$ cat src/rtl/mbist_march_ctrl.sv
`default_nettype none
// ============================================================================
// mbist_march_ctrl : March C- memory BIST controller with a 2-cycle read compare
// Build option: MBIST_STOP_ON_FAIL_EN halts the test on the first mismatch.
// Revision: 1.0
// ============================================================================
module mbist_march_ctrl #(
  parameter int DATA_WIDTH = 8,
  parameter int ADDR_WIDTH = 4,
  parameter int CAPACITY   = 15
) (
  input  logic                  clk,
  input  logic                  rst,
  input  logic                  start,
  output logic                  busy,
  output logic                  done,
  output logic                  fail,
  output logic [ADDR_WIDTH-1:0] fail_addr,
  output logic [DATA_WIDTH-1:0] fail_syndrome,
  output logic [7:0]            err_count,
  output logic                  mem_write_read,
  output logic [ADDR_WIDTH-1:0] mem_address,
  output logic [DATA_WIDTH-1:0] mem_wdata,
  input  logic [DATA_WIDTH-1:0] mem_rdata
);

  typedef enum logic [2:0] {
    S_IDLE  = 3'd0,
    S_SETUP = 3'd1,
    S_RUN   = 3'd2,
    S_DRAIN = 3'd3,
    S_DONE  = 3'd4
  } state_t;

  localparam logic [2:0] c_m0 = 3'd0;
  localparam logic [2:0] c_m1 = 3'd1;
  localparam logic [2:0] c_m2 = 3'd2;
  localparam logic [2:0] c_m3 = 3'd3;
  localparam logic [2:0] c_m4 = 3'd4;
  localparam logic [2:0] c_m5 = 3'd5;

  localparam logic [ADDR_WIDTH-1:0] c_last_addr = ADDR_WIDTH'(CAPACITY);
  localparam logic [ADDR_WIDTH-1:0] c_addr_zero = '0;
  localparam logic [ADDR_WIDTH-1:0] c_addr_one  = ADDR_WIDTH'(1);
  localparam logic [DATA_WIDTH-1:0] c_zeros     = '0;
  localparam logic [DATA_WIDTH-1:0] c_ones      = '1;

  state_t                  r_state;
  logic [2:0]              r_elem;
  logic                    r_rd_issue;
  logic                    r_drain;
  logic                    r_p1_valid;
  logic [ADDR_WIDTH-1:0]   r_p1_addr;
  logic [DATA_WIDTH-1:0]   r_p1_exp;
  logic                    r_p2_valid;
  logic [ADDR_WIDTH-1:0]   r_p2_addr;
  logic [DATA_WIDTH-1:0]   r_p2_exp;

  logic [2:0]              w_elem_next;
  logic                    w_desc;
  logic                    w_at_last;
  logic                    w_addr_done;
  logic [ADDR_WIDTH-1:0]   w_next_addr;
  logic                    w_mismatch;
  logic [7:0]              w_err_next;

  function automatic logic elem_desc(input logic [2:0] e);
    return (e == c_m3) || (e == c_m4);
  endfunction

  function automatic logic [ADDR_WIDTH-1:0] elem_first(input logic [2:0] e);
    return elem_desc(e) ? c_last_addr : c_addr_zero;
  endfunction

  function automatic logic [ADDR_WIDTH-1:0] elem_final(input logic [2:0] e);
    return elem_desc(e) ? c_addr_zero : c_last_addr;
  endfunction

  function automatic logic [DATA_WIDTH-1:0] elem_wval(input logic [2:0] e);
    return ((e == c_m1) || (e == c_m3)) ? c_ones : c_zeros;
  endfunction

  // Value the element's reads expect: what the preceding element left behind.
  function automatic logic [DATA_WIDTH-1:0] elem_exp(input logic [2:0] e);
    return ((e == c_m2) || (e == c_m4)) ? c_ones : c_zeros;
  endfunction

  assign w_elem_next = r_elem + 3'd1;
  assign w_desc      = elem_desc(r_elem);
  assign w_at_last   = (mem_address == elem_final(r_elem));
  assign w_next_addr = w_desc ? (mem_address - c_addr_one) : (mem_address + c_addr_one);
  // An address is finished after its write (M0..M4) or its only read (M5).
  assign w_addr_done = (r_elem == c_m5) || mem_write_read;
  assign w_mismatch  = r_p2_valid && (mem_rdata != r_p2_exp);
  assign w_err_next  = (err_count == 8'hFF) ? 8'hFF : (err_count + 8'd1);

  always_ff @(posedge clk or posedge rst) begin
    if (rst) begin
      r_state        <= S_IDLE;
      r_elem         <= c_m0;
      r_rd_issue     <= 1'b0;
      r_drain        <= 1'b0;
      r_p1_valid     <= 1'b0;
      r_p1_addr      <= '0;
      r_p1_exp       <= '0;
      r_p2_valid     <= 1'b0;
      r_p2_addr      <= '0;
      r_p2_exp       <= '0;
      busy           <= 1'b0;
      done           <= 1'b0;
      fail           <= 1'b0;
      fail_addr      <= '0;
      fail_syndrome  <= '0;
      err_count      <= 8'd0;
      mem_write_read <= 1'b0;
      mem_address    <= '0;
      mem_wdata      <= '0;
    end else begin
      r_p1_valid <= r_rd_issue;
      r_p1_addr  <= mem_address;
      r_p1_exp   <= elem_exp(r_elem);
      r_p2_valid <= r_p1_valid;
      r_p2_addr  <= r_p1_addr;
      r_p2_exp   <= r_p1_exp;

      if (w_mismatch) begin
        err_count <= w_err_next;
        if (!fail) begin
          fail          <= 1'b1;
          fail_addr     <= r_p2_addr;
          fail_syndrome <= mem_rdata ^ r_p2_exp;
        end
      end

      case (r_state)
        S_IDLE, S_DONE: begin
          if (start) begin
            r_state        <= S_SETUP;
            r_elem         <= c_m0;
            r_rd_issue     <= 1'b0;
            busy           <= 1'b1;
            done           <= 1'b0;
            fail           <= 1'b0;
            fail_addr      <= '0;
            fail_syndrome  <= '0;
            err_count      <= 8'd0;
            mem_write_read <= 1'b0;
            mem_address    <= elem_first(c_m0);
            mem_wdata      <= elem_wval(c_m0);
          end
        end

        S_SETUP: begin
          r_state        <= S_RUN;
          mem_write_read <= (r_elem == c_m0);
          r_rd_issue     <= (r_elem != c_m0);
        end

        S_RUN: begin
          if (w_addr_done) begin
            if (w_at_last) begin
              mem_write_read <= 1'b0;
              r_rd_issue     <= 1'b0;
              if (r_elem == c_m5) begin
                r_state <= S_DRAIN;
                r_drain <= 1'b0;
              end else begin
                r_state     <= S_SETUP;
                r_elem      <= w_elem_next;
                mem_address <= elem_first(w_elem_next);
                if (w_elem_next != c_m5) begin
                  mem_wdata <= elem_wval(w_elem_next);
                end
              end
            end else begin
              mem_address    <= w_next_addr;
              mem_write_read <= (r_elem == c_m0);
              r_rd_issue     <= (r_elem != c_m0);
            end
          end else begin
            mem_write_read <= 1'b1;
            r_rd_issue     <= 1'b0;
          end
        end

        S_DRAIN: begin
          if (r_drain) begin
            r_state <= S_DONE;
            busy    <= 1'b0;
            done    <= 1'b1;
          end else begin
            r_drain <= 1'b1;
          end
        end

        default: begin
          r_state <= S_IDLE;
        end
      endcase

`ifdef MBIST_STOP_ON_FAIL_EN
      // Abort on the first mismatch and flush younger reads so only it is counted.
      if (w_mismatch) begin
        r_state        <= S_DONE;
        busy           <= 1'b0;
        done           <= 1'b1;
        mem_write_read <= 1'b0;
        r_rd_issue     <= 1'b0;
        r_p1_valid     <= 1'b0;
        r_p2_valid     <= 1'b0;
      end
`else
`endif
    end
  end

endmodule
`default_nettype wire
$ cat config.mk
export PLATFORM = sky130hd
export DESIGN_NAME = mbist_march_ctrl
export DESIGN_NICKNAME = d
export VERILOG_FILES = /design/src/rtl/mbist_march_ctrl.sv
export SDC_FILE = /design/constraint.sdc
export NUM_CORES = 1
export LEC_CHECK = 0
export CAP_MARGIN = 40
export CORE_MARGIN = 4
export CORE_UTILIZATION = 45
export CTS_CLUSTER_SIZE = 28
export DETAILED_ROUTE_END_ITERATION = 10
export PLACE_DENSITY = 0.75
export SLEW_MARGIN = 15
export SYNTH_ARGS = -nofsm -noshare
export SYNTH_HDL_FRONTEND = slang
export SYNTH_SLANG_ARGS = --single-unit
$ cat constraint.sdc
create_clock -name clk -period 3.2 [get_ports clk]
set_input_delay 0.96 -clock clk [delete_from_list [all_inputs] [get_ports clk]]
set_output_delay 0.96 -clock clk [all_outputs]
set_load 0.05 [all_outputs]
**Word level (Yosys, flattened, before mapping)**

Cells that the tools add are included.

- Add/subtract/negate cells: 4
- Equal/unequal tests: 23
- Mux-type cells: 58
- Bitwise logic cells: 1
- Reductions and logical operators: 21

Operator list:

| kind | count |
|---|---|
| two-way mux 8 bit | 15 |
| two-way mux 4 bit | 11 |
| two-way mux 3 bit | 8 |
| one-hot mux 8 bit (2 select lines) | 1 |
| == test 3 x 2 -> 1 bit, second input constant | 5 |
| two-way mux 1 bit | 14 |
| inequality test 2 bit, second input constant | 7 |
| == test 3 bit, second input constant | 4 |
| one-hot mux 3 bit (4 select lines) | 1 |
| AND reduction 4 bit | 3 |
| adder 8 x 1 -> 8 bit, second input constant | 1 |
| == test 8 bit, second input constant | 1 |
| inequality test 8 bit | 1 |
| one-hot mux 4 bit (2 select lines) | 1 |
| XOR 8 bit | 1 |
| == test 3 x 1 -> 1 bit, second input constant | 2 |
| zero test 3 bit | 2 |
| inequality test 3 bit, second input constant | 2 |
| one-hot mux 1 bit (2 select lines) | 3 |
| one-hot mux 1 bit (3 select lines) | 2 |
| one-hot mux 3 bit (2 select lines) | 1 |
| AND reduction 6 bit | 1 |
| nonzero test 2 bit | 3 |
| nonzero test 3 bit | 2 |
| other kinds (11) | 15 |

- Register bits after elaboration: 70
- Input bits: 11
- Output and inout port bits: 36
- Word-level logic and storage cells: 126

**Depth between registers and ports, before layout**

- Depth after elaboration: 9
- Gate-level depth with buffers: 10
- Mapped depth without buffers: 10

**Worst setup path before layout**

OpenSTA, ideal clock, no wires.

- Kind: register to register
- Start point: register r_elem[0]
- End point: register mem_address[0]
- Setup time: 0.125 ns
- Arrival: 2.677 ns
- Required time: 3.075 ns
- Slack: 0.398 ns
- Cell stages (with the launch flop): 11
- Path buffers: 0
- Clock period less this slack: 2.802 ns
- Cell sequence: dfrtp_1 > inv_1 > ha_1 > mux2i_4 > inv_1 > ha_1 > and4bb_2 > o211ai_1 > a211oi_1 > or2_1 > mux2_2

- Word-level cells in the longest chain between the ends: 8
- Elaborated cells between the ends (all ways): 20
- Those cells by class: add/sub (1); eq/ne (8); mux (7); reduce/logical (4)

Ends and longest elaborated chain:

| element | line | RTL |
|---|---|---|
| start: declaration | 49 | `logic [2:0] r_elem;` |
| start signal: assignment | 100 | `r_elem <= c_m0;` |
| start signal: assignment | 139 | `r_elem <= c_m0;` |
| start signal: assignment | 169 | `r_elem <= w_elem_next;` |
| adder 3 x 1 -> 3 bit | 88 | `assign w_elem_next = r_elem + 3'd1;` |
| == test 3 x 2 -> 1 bit or == test 3 bit (tied branches) | 68 | `return (e == c_m3) \|\| (e == c_m4);` |
| logical OR 1 bit | 68 |  |
| two-way mux 4 bit | 72 | `return elem_desc(e) ? c_last_addr : c_addr_zero;` |
| two-way mux 4 bit | 164 | `if (r_elem == c_m5) begin` |
| two-way mux 4 bit | 161 | `if (w_at_last) begin` |
| two-way mux 4 bit | 160 | `if (w_addr_done) begin` |
| one-hot mux 4 bit (2 select lines) | 135 | `case (r_state)` |
| end signal: assignment | 148 | `mem_address <= elem_first(c_m0);` |
| end signal: assignment | 170 | `mem_address <= elem_first(w_elem_next);` |
| end signal: assignment | 176 | `mem_address <= w_next_addr;` |
| end: declaration | 22 | `output logic [ADDR_WIDTH-1:0] mem_address,` |

Parallel ways exist; a longest one is shown, timed or not. The select of a mux whose other input is x is not followed.
A chain may end at the register's enable or synchronous reset.

**Final worst setup path**

- Start point: register r_elem[0]
- End point: register mem_address[2]

Same word-level chain as after synthesis.

==> flow_results.xml <==
<?xml version="1.0" encoding="UTF-8"?>
<metrics>
  <group name="outcome">
    <metric name="status" unit="">finished clean</metric>
  </group>
  <group name="timing">
    <metric name="drv_slew" unit="">0</metric>
    <metric name="worst_slew_pin_tran" unit="ps">573</metric>
    <metric name="hold-worst-slack" unit="ps">349</metric>
    <metric name="max_clock_freq" unit="MHz">333</metric>
    <metric name="max-slew-margin-rel" unit="">0.617</metric>
    <metric name="clock_skew" unit="ps">4.56</metric>
    <metric name="setup_viol" unit="">0</metric>
    <metric name="finalCritPeriodShare" unit="">0.938</metric>
    <metric name="finalHoldViolations" unit="">0</metric>
    <metric name="min_period" unit="ps">3000</metric>
  </group>
  <group name="drt">
    <metric name="routed_wirelength" unit="µm">5370</metric>
    <metric name="dr.pass1.iters" unit="">4</metric>
    <metric name="antenna_left" unit="">0</metric>
    <metric name="drt-initial-drc-count" unit="">73</metric>
    <metric name="route.detailed.wl_per_inst" unit="µm">15.0</metric>
    <metric name="vias" unit="">2004</metric>
    <metric name="drc_errors" unit="">0</metric>
    <metric name="viasPerCell" unit="">5.60</metric>
  </group>
  <group name="clock_tree">
    <metric name="max-clock-path-buffers" unit="">2</metric>
    <metric name="cts_max_level" unit="">2</metric>
    <metric name="root_buffer" unit="">sky130_fd_sc_hd__clkbuf_8</metric>
    <metric name="cts_made_buffers" unit="">5</metric>
    <metric name="clock_insertion_delay_worst_skew" unit="ps">300</metric>
    <metric name="clock_sinks" unit="">49</metric>
    <metric name="tritoncts_clock_tree" unit="">built</metric>
    <metric name="clkSlewWorstSetupHoldPaths" unit="ps">90</metric>
  </group>
  <group name="floorplanning">
    <metric name="die_width" unit="µm">83.2</metric>
    <metric name="top_level_ports" unit="">47</metric>
    <metric name="coreArea" unit="µm²">5510</metric>
    <metric name="total_die_area" unit="µm²">6920</metric>
    <metric name="dieHeight" unit="µm">83.2</metric>
    <metric name="floorplan.initialDensity" unit="">0.462</metric>
    <metric name="placement_rows" unit="">27</metric>
  </group>
  <group name="layout">
    <metric name="antennaDiodeCount" unit="">0</metric>
    <metric name="final_nets" unit="">305</metric>
    <metric name="finish.instance_area" unit="µm²">3190</metric>
    <metric name="layout-drive-gt1-share" unit="">0.108</metric>
    <metric name="syn2layout_area_growth" unit="%">25.2</metric>
    <metric name="fin_cells" unit="">358</metric>
  </group>
  <group name="synthesis">
    <metric name="syn-instance-count" unit="">240</metric>
    <metric name="synth_top_flop_cell" unit="">sky130_fd_sc_hd__dfrtp_1</metric>
    <metric name="netlist_area" unit="µm²">2540</metric>
    <metric name="synth.avg_cell_area" unit="µm²">10.6</metric>
    <metric name="netlist-cell-type-count" unit="">47</metric>
    <metric name="synth-seq-cells" unit="">49</metric>
    <metric name="synth_async_sr_flop_share" unit="">1.00</metric>
    <metric name="synth_edf_count" unit="">0</metric>
    <metric name="yosys.area.top_type" unit="">sky130_fd_sc_hd__dfrtp_1</metric>
    <metric name="synth_nets" unit="">260</metric>
    <metric name="synth-seq-area-share" unit="">0.482</metric>
    <metric name="netlist.area_leader.share" unit="">0.482</metric>
    <metric name="yosys_warnings" unit="">0</metric>
    <metric name="synth.top_cells.by_count" unit="">49 x sky130_fd_sc_hd__dfrtp_1, 24 x sky130_fd_sc_hd__nor2_1, 18 x sky130_fd_sc_hd__a21oi_1, 10 x sky130_fd_sc_hd__a211oi_1, 10 x sky130_fd_sc_hd__inv_1</metric>
    <metric name="yosysMostFrequentCell" unit="">sky130_fd_sc_hd__dfrtp_1</metric>
    <metric name="synthTopCellsByArea" unit="">sky130_fd_sc_hd__dfrtp_1 48%, sky130_fd_sc_hd__ha_1 3.9%, sky130_fd_sc_hd__a21oi_1 3.5%, sky130_fd_sc_hd__nor2_1 3.5%, sky130_fd_sc_hd__xnor2_1 3.1%</metric>
  </group>
  <group name="setup_path">
    <metric name="crit_required" unit="ps">3390</metric>
    <metric name="worstReg2RegEnd" unit="">mem_address[2]</metric>
    <metric name="cp-start-kind" unit="">register</metric>
    <metric name="critical_path.max_fanout" unit="">7</metric>
    <metric name="worst-setup-path-type" unit="">reg -&gt; reg</metric>
    <metric name="cp-end-kind" unit="">register</metric>
    <metric name="regToRegStartpoint" unit="">r_elem[0]</metric>
    <metric name="setup.reg_to_reg.worst_slack" unit="ps">200</metric>
    <metric name="crit_arrival" unit="ps">3190</metric>
    <metric name="worst-r2r-cell-count" unit="">10</metric>
  </group>
  <group name="grt">
    <metric name="grt_first_pass_wirelength" unit="µm">9120</metric>
    <metric name="via_count_of_the_first_global_routing_pass" unit="">1906</metric>
    <metric name="antenna_violations_before_repair" unit="">0</metric>
    <metric name="grt_use_met3" unit="">0.0486</metric>
    <metric name="grt.total_usage" unit="">0.161</metric>
    <metric name="grt.busiest_layer" unit="">met2</metric>
    <metric name="remaining_global_route_overflow" unit="">0</metric>
    <metric name="grt_start_max_net_pins" unit="">28</metric>
    <metric name="grt_use_met1" unit="">0.209</metric>
    <metric name="grtUsageMet2" unit="">0.259</metric>
  </group>
  <group name="power">
    <metric name="total_power" unit="mW">2.30</metric>
    <metric name="static-leakage-power" unit="nW">1.33</metric>
    <metric name="ir_drop" unit="mV">0.510</metric>
    <metric name="power.density_cell_area" unit="nW/µm²">724</metric>
  </group>
  <group name="hold_path">
    <metric name="worstHoldEndpoint" unit="">r_p2_addr[2]</metric>
    <metric name="holdCritStartpoint" unit="">r_p1_addr[2]</metric>
    <metric name="worst_hold_path_type" unit="">reg -&gt; reg</metric>
    <metric name="hold-path-cell-count" unit="">0</metric>
  </group>
  <group name="placed_design">
    <metric name="port-buffer-count" unit="">46</metric>
    <metric name="placedCellCount" unit="">347</metric>
    <metric name="placement.cell_area" unit="µm²">3040</metric>
    <metric name="routabilityCongestion" unit="">0.837</metric>
    <metric name="place.detailed.hpwl" unit="µm">3720</metric>
  </group>
  <group name="run">
    <metric name="total_of_max_cap_violations" unit="">0</metric>
  </group>
</metrics>
==> placed cells by master, fill, tap and decap left out, drive strengths merged, types with 2 or more instances in the layout <==
| cell type | instances |
|---|---|
| nor2 | 24 |
| and3 | 4 |
| clkdlybuf4s50 | 46 |
| a311oi | 6 |
| nand4 | 5 |
| o211ai | 2 |
| o21ai | 8 |
| nand2 | 8 |
| and4 | 3 |
| clkbuf | 7 |
| nor3 | 5 |
| nand2b | 6 |
| a211oi | 11 |
| buf | 9 |
| a21oi | 18 |
| mux2i | 9 |
| ha | 8 |
| nor2b | 2 |
| a31oi | 3 |
| o22ai | 3 |
| inv | 10 |
| or4 | 2 |
| nand3 | 4 |
| mux2 | 6 |
| dfrtp | 49 |
| a41oi | 2 |
| nor3b | 2 |
| xnor2 | 9 |
==> power breakdown <==
group	internal, mW	total [mW]	switching [mW]
clock network	0.255	0.453	0.198
registers	0.723	0.854	0.131
logic	0.349	0.998	0.649
==> repair_timing <==
action | CTS | global route
hold buffers | 0 | 0
buffers inserted | 0 | 3
resized for setup | 0 | 1
endpoints found under the setup margin | 0 | 3
==> state kept, by name (all words and copies together), names as in the netlist, 3 cells and up <==
name           count
err_count          8
fail_addr          4
fail_syndrome      8
mem_address        4
r_elem             3
r_p1_addr          4
r_p2_addr          4
r_state            3
==> how the worst max path moves through the flow <==
stage / start / to / slack (ps) / cells after the start
after detailed placement: r_elem[0] / mem_address[1] / 120 / 10
after CTS: r_elem[0] / mem_address[1] / 80 / 10
final: r_elem[0] / mem_address[2] / 200 / 10
after floorplan: r_elem[0] / mem_address[0] / 400 / 10
after global placement: r_elem[0] / mem_address[2] / 220 / 10
after global routing: r_elem[0] / mem_address[0] / -5 / 10
==> routing by layer <==
layer	vias to the layer above	wire length, µm
li1	957	-
met1	964	2360
met2	78	2600
met3	5	358
met4	0	58
met5	-	0
==> cell type report <==
cell class                 instances  area (µm²)
clock buffer                       7        86.3
tap                               72        90.1
clock inverter                     1        30.0
inverter                          10        37.5
sequential                        49        1230
multi-input combinational        164        1170
fill                             474        2320
timing repair buffer              55         541
==> cell families (layout without fill, tap and decap cells) <==
group                      Yosys count  after routing  synth area share
xor gates and xnor gates            10             10            0.0344
AOI/OAI and AO/OA                   60             60             0.164
and+or+nand+nor                     70             70             0.146
adders and majority gates            9              9            0.0472
buffers and inverters               27             73            0.0580
DFF                                 49             49             0.482
muxes                               15             15            0.0684
==> through the flow <==
stage | util | setup WS (ps) | TNS (ps)
after floorplan | - | 398 | 0
after global placement | 0.552 | 222 | 0
after detailed placement | 0.552 | 116 | 0
after CTS | 0.574 | 84.4 | 0
after global routing | 0.579 | -4.66 | -4.66
final | 0.579 | 197 | 0
==> worst max-delay path: stages (launching register included) <==
cell,delay (ps)
sky130_fd_sc_hd__dfrtp_1,430
sky130_fd_sc_hd__inv_1,90
sky130_fd_sc_hd__ha_1,240
sky130_fd_sc_hd__mux2i_4,240
sky130_fd_sc_hd__inv_1,120
sky130_fd_sc_hd__ha_1,410
sky130_fd_sc_hd__and4bb_2,310
sky130_fd_sc_hd__o211ai_1,130
sky130_fd_sc_hd__a211oi_2,320
sky130_fd_sc_hd__or2_1,240
sky130_fd_sc_hd__mux2_2,350
Note: power is estimated with default switching activity, not from simulation.
==> RTL edit (same flow settings) <==
Build with the macro `MBIST_STOP_ON_FAIL_EN` defined.
--- a/src/rtl/mbist_march_ctrl.sv
+++ b/src/rtl/mbist_march_ctrl.sv
@@ -6,2 +6,4 @@
 // ============================================================================
+`define MBIST_STOP_ON_FAIL_EN
+
 module mbist_march_ctrl #(
Function: same outputs for any inputs over 10 cycles, from zero or initial values and one cycle with rst high; that may be too few to reach the edited logic, so the function may still have changed.
==> RTL edit against the unedited design <==
Combinational power down 20%. Core utilization down 0.30 points. Area after synthesis up 2.5%. Design area up 0.71%. Critical endpoint unchanged. Largest power group unchanged. Via count up 1.0%. Global-route usage down 0.48 points. Power down 15%. Routed wire length down 1.4%. Clock power down 20%. Sequential cell count unchanged. Setup slack better by 0.067 ns. Count of clock-buffer cells in the layout down 2. Final cell count up 3.9%.
==> RTL edit: results (changes against the unedited design) <==
\begin{tabular}{lr}
\hline
Metric & Value \\
\hline
\multicolumn{2}{l}{\textbf{Worst setup path}} \\
\quad Largest fanout on the critical path & 10 (was 7) \\
\quad CP max-delay cell & sky130\_fd\_sc\_hd\_\_o211ai\_1 (was sky130\_fd\_sc\_hd\_\_dfrtp\_1) \\
\multicolumn{2}{l}{\textbf{GRT}} \\
\quad Met3 layer usage reported by global route & 4.15\% (was 4.86\%) \\
\quad Overall global routing resource usage & 15.6\% (was 16.1\%) \\
\quad Met2 demand-to-capacity share in global routing & 25.4\% (was 25.9\%) \\
\quad Vias in the first global route & 1975 (was 1906) \\
\multicolumn{2}{l}{\textbf{Logic synthesis}} \\
\quad Number of nets in the synthesized netlist & 278 (was 260) \\
\quad Compound-cell area share of the yosys netlist & 16.8\% (was 16.4\%) \\
\quad Number of standard cells after synthesis & 258 (was 240) \\
\quad Sequential cell area fraction in the yosys report & 47.0\% (was 48.2\%) \\
\quad Xor/xnor share of the synthesized area & 4.37\% (was 3.44\%) \\
\quad Mux contribution to synthesized area & 4.56\% (was 6.84\%) \\
\multicolumn{2}{l}{\textbf{Detailed routing}} \\
\quad Total wire length after detailed routing & 5300 um (was 5370 um) \\
\quad Wire length on met2 & 2450 um (was 2600 um) \\
\quad Vias/cell & 5.44 (was 5.60) \\
\quad Initial drt markers & 59 (was 73) \\
\multicolumn{2}{l}{\textbf{Layout}} \\
\quad Non-clock buffer total of the final layout & 54 (was 55) \\
\quad Count of clock-net buffers in the final layout & 5 (was 7) \\
\quad Layout non-clock buf frac & 16.2\% (was 17.0\%) \\
\quad Proportion of cell area occupied by multi-input gates & 39.2\% (was 36.9\%) \\
\quad Invs w/o clock & 6 (was 10) \\
\multicolumn{2}{l}{\textbf{Status}} \\
\quad Status & finished, final reports clean (unchanged) \\
\multicolumn{2}{l}{\textbf{Placement}} \\
\quad Final HPWL DP & 3840 um (was 3720 um) \\
\quad Final GP Congestion & 0.787 (was 0.837) \\
\quad Post-placement cell count & 364 (was 347) \\
\multicolumn{2}{l}{\textbf{Power and ir drop}} \\
\quad Psw & 0.000830 W (was 0.000978 W) \\
\quad Leakage power & 1.32 nW (was 1.33 nW) \\
\multicolumn{2}{l}{\textbf{Min path}} \\
\quad Sink of the worst hold path & r\_p2\_addr[3] (was r\_p2\_addr[2]) \\
\hline
\end{tabular}
[RTL edit: cell count changes after synthesis, moves of 5 or more]
cell                       before  now
sky130_fd_sc_hd__nand2_1        8   22
sky130_fd_sc_hd__mux2_2         6    1
sky130_fd_sc_hd__nor2b_1        2    7
sky130_fd_sc_hd__a21oi_1       18   13
sky130_fd_sc_hd__a311oi_1       6    1
[RTL edit: through the flow]
step	instance area, sq um	total power, W	utilization [%]
global placement	3110	0.00159	55.9
detailed placement	3110	0.00161	55.9
finish	3210	0.00196	57.6
floorplan	2610	0.00141	-
global route	3210	0.00209	57.6
CTS	3200	0.00198	57.5
[RTL edit: kinds of logic (layout without fill, tap and decap cells)]
| logic type | count (synthesis) | count (layout) |
|---|---|---|
| and+or+nand+nor | 90 | 90 |
| AOI/OAI and AO/OA | 61 | 61 |
| DFF | 49 | 49 |
| buffers and inverters | 26 | 68 |
| xor gates and xnor gates | 13 | 13 |
| muxes | 10 | 10 |
| adders and majority gates | 9 | 9 |
